File: config.mk
export PLATFORM = sky130hd
export DESIGN_NAME = mult32x32_fast_ctrl
export DESIGN_NICKNAME = d
export VERILOG_FILES = /design/src/rtl/mult32x32_fast_ctrl.sv
export SDC_FILE = /design/constraint.sdc
export NUM_CORES = 1
export LEC_CHECK = 0
export CORE_UTILIZATION = 48
export CTS_BUF_LIST = sky130_fd_sc_hd__clkbuf_8
export DETAILED_ROUTE_END_ITERATION = 6
export PLACE_DENSITY = 0.92
export SYNTH_ARGS = -nofsm -noshare
export SYNTH_HDL_FRONTEND = slang
export SYNTH_SLANG_ARGS = --single-unit
File: constraint.sdc
create_clock -name clk -period 1.79 [get_ports clk]
set_input_delay 0.537 -clock clk [delete_from_list [all_inputs] [get_ports clk]]
set_output_delay 0.537 -clock clk [all_outputs]
set_load 0.03 [all_outputs]
File: src/rtl/mult32x32_fast_ctrl.sv
// mult32x32_fast_ctrl
//   Sequencer for a 32x32 multiplier built from 8x16 partial products.
//   Each compute step selects one byte of a (a_sel) and one 16-bit word
//   of b (b_sel), the matching shift (shift_sel), and asks the datapath
//   to accumulate (upd_prod). The product register is cleared in the
//   cycle a new operation is accepted (clr_prod).
//
//   Build option: define MULT_FAST_SKIP_EN to let the zero flags
//   (a_msb_is_0, b_msw_is_0) skip partial products that are known zero.
//   Without it the flags are ignored and every operation takes 8 steps.
//
// Ports
//   clk, reset       clock; asynchronous active-high reset
//   start            request a multiplication (ignored while busy)
//   a_msb_is_0       a[31:24] == 0
//   b_msw_is_0       b[31:16] == 0
//   busy             high in every compute state
//   done             one-cycle pulse, product final in that cycle
//   a_sel, b_sel     operand slice selects for the current step
//   shift_sel        partial-product shift for the current step
//   upd_prod         accumulate this cycle
//   clr_prod         clear product register this cycle (start in IDLE)
//   last_steps       step count of the most recently completed operation
module mult32x32_fast_ctrl (
    input  logic       clk,
    input  logic       reset,
    input  logic       start,
    input  logic       a_msb_is_0,
    input  logic       b_msw_is_0,
    output logic       busy,
    output logic       done,
    output logic [1:0] a_sel,
    output logic       b_sel,
    output logic [5:0] shift_sel,
    output logic       upd_prod,
    output logic       clr_prod,
    output logic [3:0] last_steps
);

    typedef enum logic [3:0] {
        IDLE = 4'd0,
        A0B0 = 4'd1,
        A1B0 = 4'd2,
        A2B0 = 4'd3,
        A3B0 = 4'd4,
        A0B1 = 4'd5,
        A1B1 = 4'd6,
        A2B1 = 4'd7,
        A3B1 = 4'd8
    } state_t;

    state_t     state;
    state_t     state_nxt;
    logic [3:0] step_cnt;

    // Byte index of a for a compute state.
    function automatic logic [1:0] a_idx(input state_t s);
        case (s)
            A1B0, A1B1: a_idx = 2'd1;
            A2B0, A2B1: a_idx = 2'd2;
            A3B0, A3B1: a_idx = 2'd3;
            default:    a_idx = 2'd0;
        endcase
    endfunction

    // Word index of b for a compute state.
    function automatic logic b_idx(input state_t s);
        case (s)
            A0B1, A1B1, A2B1, A3B1: b_idx = 1'b1;
            default:                b_idx = 1'b0;
        endcase
    endfunction

`ifndef MULT_FAST_SKIP_EN
    // Flags have no effect in the fixed-order build.
    logic unused_flags;
    assign unused_flags = a_msb_is_0 ^ b_msw_is_0;
`endif

    always_comb begin
        state_nxt = state;
        case (state)
            IDLE: if (start) state_nxt = A0B0;
            A0B0: state_nxt = A1B0;
            A1B0: state_nxt = A2B0;
`ifdef MULT_FAST_SKIP_EN
            A2B0: begin
                if (!a_msb_is_0)      state_nxt = A3B0;
                else if (!b_msw_is_0) state_nxt = A0B1;
                else                  state_nxt = IDLE;
            end
            A3B0: state_nxt = b_msw_is_0 ? IDLE : A0B1;
            A2B1: state_nxt = a_msb_is_0 ? IDLE : A3B1;
`else
            A2B0: state_nxt = A3B0;
            A3B0: state_nxt = A0B1;
            A2B1: state_nxt = A3B1;
`endif
            A0B1: state_nxt = A1B1;
            A1B1: state_nxt = A2B1;
            A3B1: state_nxt = IDLE;
            default: state_nxt = IDLE;
        endcase
    end

    // Outputs are registered from the next state so they line up with it.
    always_ff @(posedge clk or posedge reset) begin
        if (reset) begin
            state      <= IDLE;
            step_cnt   <= 4'd0;
            last_steps <= 4'd0;
            done       <= 1'b0;
            busy       <= 1'b0;
            upd_prod   <= 1'b0;
            a_sel      <= 2'd0;
            b_sel      <= 1'b0;
            shift_sel  <= 6'd0;
        end else begin
            state     <= state_nxt;
            busy      <= (state_nxt != IDLE);
            upd_prod  <= (state_nxt != IDLE);
            a_sel     <= a_idx(state_nxt);
            b_sel     <= b_idx(state_nxt);
            shift_sel <= {1'b0, a_idx(state_nxt), 3'b000} + {1'b0, b_idx(state_nxt), 4'b0000};
            done      <= (state != IDLE) && (state_nxt == IDLE);

            if (state == IDLE) begin
                if (start) step_cnt <= 4'd0;
            end else if (upd_prod) begin
                step_cnt <= step_cnt + 4'd1;
            end

            // The final step is still being counted, hence the +1.
            if ((state != IDLE) && (state_nxt == IDLE))
                last_steps <= step_cnt + 4'd1;
        end
    end

    assign clr_prod = (state == IDLE) && start;

endmodule
==> impl_metrics.ini, run 1 <==
[sta]
fin_skew_ns = 0.00189
fmax_ghz = 0.549
whs_ns = 0.509
finalHoldViolations = 0
setup_viol = 1
fin_ws_ns = -0.0307
timing.final.crit_period_ns = 1.82
fin_crit_sh_pct = 102
drv_slew = 0
rsz0062_at_grt = true

[worst_setup_path]
crit-reg2reg-launch = state[1]
crit_chain = or3_4 > nor2_4 > buf_6
startpoint = state[0]
crit_slowest_cell = or3_4
crit_arrival_ns = 1.28
slowest_delay_ns = 0.40
cp_num_buf_inv = 1
path_class = reg -> out
worstPathRequired_ns = 1.25
path_delay_family = simple AND/OR/NAND/NOR gates
crit_fanout = 2
startpoint_type = flip-flop
endpoint_kind = primary output

[cells_and_area]
drive_above_1_share_pct = 18.5
final_cell_mix = dfrtp_1, dlygate4sd2_1, buf_4
diodes = 0
final_common_cell = dfrtp_1
nets = 100
syn_to_final_growth_pct = 32.2
finalNonFillerCells = 108
final.fill_count = 127

[clocking]
htree_levels = 1
clk_pin_slew_ns = 0.07
post-cts-setup-buffers = 0
cts_tree = done
clk_latency_ns = 0.25
cts_buffers = 3
clock-sinks = 19
clockBufferDepth = 2
root_buffer = clkbuf_8
ctsHoldBuffers = 0

[run_status]
failed_checks = negative setup slack
status = complete, but fails checks

[place]
portBuffers = 16
place_congestion = 0.819
post-place-ws_ns = -0.326
dp_cells = 104
dp_hpwl_um = 1050

[drt]
dr_wl_met2_um = 855
wl_met1_um = 633
topRoutingLayerUsed = met4
viasPerCell = 5.18
wl_per_cell_um = 14.5
drt-initial-drc-count = 8
first_pass_iters = 3
wl_met3_um = 48
routed_wl_um = 1570
ant_nets = 0
drc = 0
vias = 559

[logic_synthesis]
synth_seq_area_share_pct = 58.6
synth_area_leader_cell = dfrtp_1
yosys-top-cells-area = dfrtp_1, buf_4, nor2_1
syn_area_um2 = 812
yosysTopAreaCellShare_pct = 58.6
ys_ff_latch = 19
avgSynthCellArea_um2 = 11.6
ys_types = 27
synthCells = 70
yosysWarnings = 0

[floorplanning]
core_region_area_um2 = 1540
boundaryPins = 22
fp.dieH_um = 43.1
die_area_um2 = 1860
die_x_um = 43.1
initial_core_util_pct = 52.7
placementRows = 14

[global_route]
grt_max_degree = 20
antenna_found_initial = 0
grt_pass1_wl_um = 2640
grt_use_total_pct = 19.8
grt_overflow_total = 0
grt_pass1_vias = 592

[power]
cellLeakagePower_uw = 0.000569
power_uw = 2290
p_per_area_nw_per_um2 = 2130
ir_drop_v = 0.00126

[run]
cap_violations = 0

[min_path]
worst_hold_path_type = reg -> reg
min_from = step_cnt[3]
==> cells in the mapped netlist (all sizes together) <==
| master | instances |
|---|---|
| or2b | 1 |
| o21ai | 3 |
| a31oi | 1 |
| dfrtp | 19 |
| nand2b | 2 |
| buf | 6 |
| conb | 1 |
| nor3 | 2 |
| nand3 | 1 |
| xnor2 | 1 |
| a21oi | 1 |
| mux2 | 1 |
| o211ai | 3 |
| nand2 | 2 |
| or3 | 1 |
| a21o | 1 |
| xor2 | 2 |
| ha | 2 |
| inv | 3 |
| nor2b | 3 |
| clkbuf | 2 |
| o41ai | 1 |
| nor2 | 8 |
| and3 | 1 |
| mux2i | 2 |
==> worst paths after layout <==
| kind | endpoint | depth (start not counted) | slack, ns |
|---|---|---|---|
| setup / recovery | clr_prod | 3 | -0.03 |
| hold / removal | step_cnt[3] | 1 | 0.51 |
| setup reg to reg | step_cnt[3] | 4 | 0.38 |
| hold reg to reg | step_cnt[3] | 1 | 0.51 |
| max in group asynchronous | state[0] | 3 | 0.99 |
| min in group asynchronous | done | 3 | 0.60 |
==> registers in the layout, indices dropped and copies added, names as in the netlist <==
register and count:
last_steps 4, a_sel 2, done 1, upd_prod 1, shift_sel 2, state 4
b_sel 1, step_cnt 4
==> routing by layer <==
layer / GRT usage (%) / up-vias
li1: - / 265
met1: 24.8 / 276
met2: 32.8 / 14
met3: 2.55 / 4
met4: 10.9 / 0
met5: 0 / -
==> stage by stage <==
stage | setup TNS, ns | cell area, um^2 | utilization [%]
global route | -0.0660 | 1070 | 69.6
floorplan | 0 | 822 | -
detailed placement | -0.637 | 1010 | 65.5
CTS | -0.0242 | 1060 | 68.8
global placement | -0.384 | 1010 | 65.5
finish | -0.0307 | 1070 | 69.6
==> cells by family after synthesis <==
| group | count (synthesis) | synth area share (%) |
|---|---|---|
| and+or+nand+nor | 21 | 12.9 |
| DFF | 19 | 58.6 |
| buffers and inverters | 11 | 7.55 |
| AOI/OAI and AO/OA | 10 | 10.3 |
| xor gates and xnor gates | 3 | 3.24 |
| muxes | 3 | 3.85 |
| adders and majority gates | 2 | 3.08 |
| other | 1 | 0.462 |
==> final cells by class <==
class | count | area [um^2] | share of cell area [%]
multi-input cells | 42 | 298 | 27.7
inverters | 3 | 11.3 | 1.05
well taps | 16 | 20.0 | 1.86
clock inverters | 1 | 3.75 | 0.350
flip-flops and latches | 19 | 475 | 44.3
clock buffers | 3 | 41.3 | 3.85
repair buffers | 24 | 224 | 20.9
==> power breakdown <==
group / internal [uW] / switching [uW]
Sequential: 643 / 116
Clock: 152 / 134
Combinational: 501 / 742
==> repair_timing <==
action                     4_1_cts  5_1_grt
gates resized for setup         13        6
setup endpoints to repair        9        6
pin swaps                        0        1
Note: power is estimated with default switching activity, not from simulation.
==> run 2: changes to the inputs <==
--- a/config.mk
+++ b/config.mk
@@ -8,6 +8,8 @@
 export CORE_UTILIZATION = 48
 export CTS_BUF_LIST = sky130_fd_sc_hd__clkbuf_8
 export DETAILED_ROUTE_END_ITERATION = 6
+export GPL_TIMING_DRIVEN = 0
+export HOLD_SLACK_MARGIN = 0.15
 export PLACE_DENSITY = 0.92
 export SYNTH_ARGS = -nofsm -noshare
 export SYNTH_HDL_FRONTEND = slang
==> run 2 against run 1 <==
  * The flow still finishes with violations (negative setup slack)
  * Non-clock buffer count is 4 higher
  * Critical path depth did not move
  * Worst setup slack got worse by 0.044 ns
  * Sequential power is 4.0% higher
  * Sequential share of layout area down 0.52 points
  * Worst hold slack got worse by 0.0038 ns
  * First-iteration DRC count fell by 50%
  * Utilization up 1.4 points
  * Die area is the same
  * Global-route usage shrank 1.2 points
  * Clock power about the same
  * Clock skew increased by 0.0029 ns
  * Largest cell class unchanged
==> impl_metrics.ini, run 2 (synthesis results as in run 1) <==
[run_status]
status = complete, but fails checks
failed_checks = negative setup slack

[min_path]
worst_hold_path_type = reg -> reg
min_from = last_steps[1]

[floorplanning]
placementRows = 14
initial_core_util_pct = 52.7
die_x_um = 43.1
die_area_um2 = 1860
core_region_area_um2 = 1540
boundaryPins = 22
fp.dieH_um = 43.1

[cells_and_area]
final.fill_count = 112
final_cell_mix = dfrtp_1, buf_4, dlygate4sd2_1
final_common_cell = dfrtp_1
drive_above_1_share_pct = 22.9
syn_to_final_growth_pct = 34.8
design_area_um2 = 1090
multi_input_area_um2 = 298
diodes = 0
reg_top3 = last_steps (4), state (4), step_cnt (4)
seq_area_um2 = 479
nets = 104
finalNonFillerCells = 112

[run]
cap_violations = 0

[global_route]
antenna_found_initial = 0
grt_overflow_total = 0
grt_use_total_pct = 18.6
grt_pass1_wl_um = 2360
grt_pass1_vias = 524
grt_max_degree = 20

[worst_setup_path]
path_delay_family = simple AND/OR/NAND/NOR gates
r2r_slack_ns = 0.34
slowest_delay_ns = 0.43
r2r_cells = 3
crit_fanout = 4
path_depth = 3
crit-reg2reg-launch = state[3]
cp-endpoint = clr_prod
crit_slowest_cell = or3_4
startpoint_type = flip-flop
crit_chain = or3_4 > nor2_4 > buf_6
startpoint = state[2]
path_class = reg -> out
reg2reg_to = shift_sel[4]
endpoint_kind = primary output
worstPathRequired_ns = 1.25
crit_arrival_ns = 1.33
cp_num_buf_inv = 1

[power]
cellLeakagePower_uw = 0.000572
switchingPower_uw = 982
clkPwrFrac_pct = 12.4
ir_drop_v = 0.00150
seqPwrFrac_pct = 34.3
combinationalPowerShare_pct = 53.3
p_int_uw = 1320
p_per_area_nw_per_um2 = 2100
swShare_pct = 42.7

[place]
dp_cells = 104
portBuffers = 16
post_dp_cell_area_um2 = 1000
dp_hpwl_um = 954
place_congestion = 0.778

[clocking]
clock-sinks = 19
clk_latency_ns = 0.25
clockBufferDepth = 2
cts_buffers = 3
cts_tree = done
htree_levels = 1
clk_pin_slew_ns = 0.06
root_buffer = clkbuf_8

[sta]
rsz0062_at_grt = true
slew-limit-headroom_pct = 54.5
finalHoldViolations = 0
fin_ws_ns = -0.0749
drv_slew = 0
fmax_ghz = 0.536
fin_crit_sh_pct = 104
fin_skew_ns = 0.00480
timing.final.crit_period_ns = 1.86
setup_viol = 1
tightestPinTransition_ns = 0.682
finalSetupTns_ns = -0.0749

[drt]
routed_wl_um = 1470
vias = 553
wl_per_cell_um = 13.2
drt-initial-drc-count = 4
drc = 0
viasPerCell = 4.94
ant_nets = 0
first_pass_iters = 4
-- run 2: changes by cell type in the layout (fill, tap and decap cells not counted), sizes merged --
cell,delta
buf,+2
clkbuf,+2
clkdlybuf4s15,-1
dlygate4sd2,+2
dlymetal6s2s,-1
-- run 2: metrics by stage --
step	power [uW]	utilization (%)	hold WS (ns)	setup WS (ns)
2_1_floorplan	1590	-	0.466	0.0162
3_3_place_gp	1950	65.0	0.482	-0.883
3_5_place_dp	2000	65.0	0.497	-0.889
4_1_cts	2290	69.5	0.512	-0.188
5_1_grt	2450	71.0	0.536	-0.103
6_report	2300	71.0	0.506	-0.0749
-- run 2: final cells by class --
type,count,area share (%)
Timing Repair Buffer,21,17.9
Multi-Input combinational cell,42,27.2
Clock inverter,1,0.343
Buffer,7,4.11
Tap cell,16,1.83
Inverter,3,1.03
Clock buffer,3,3.77
Sequential cell,19,43.8
-- run 2: repair_timing --
action	in CTS	in global routing
hold buffers	0	0
pin swaps	0	2
setup endpoints to repair	10	5
buffers inserted	3	2
gates resized for setup	23	6
-- run 2: routing by layer --
metal,GRT usage (%),up-vias,wire [um]
met2,31.9,14,769
met4,12.7,0,40
met5,0,-,0
met1,20.1,260,610
li1,-,275,-
met3,3.83,4,53
-- run 2: power by group through the flow --
stage,Sequential [uW],Clock (uW),Combinational [uW]
floorplan,1050,0,531
global placement,825,0,1120
detailed placement,841,0,1160
CTS,805,286,1200
global route,813,312,1320
finish,789,284,1220
-- run 2: worst min-delay path by stage --
stage,cells past startpoint,slack [ns],to
6_report,1,0.51,last_steps[1]
5_1_grt,1,0.54,step_cnt[3]
4_1_cts,1,0.51,last_steps[1]
3_5_place_dp,1,0.50,step_cnt[3]
3_3_place_gp,1,0.48,step_cnt[3]
2_1_floorplan,1,0.47,step_cnt[3]
-- run 2: worst register-to-register path: stages, from the launching register on --
cell and delay, ns:
dfrtp_1 0.51, clkbuf_1 0.41, nor2b_1 0.13, ha_1 0.30
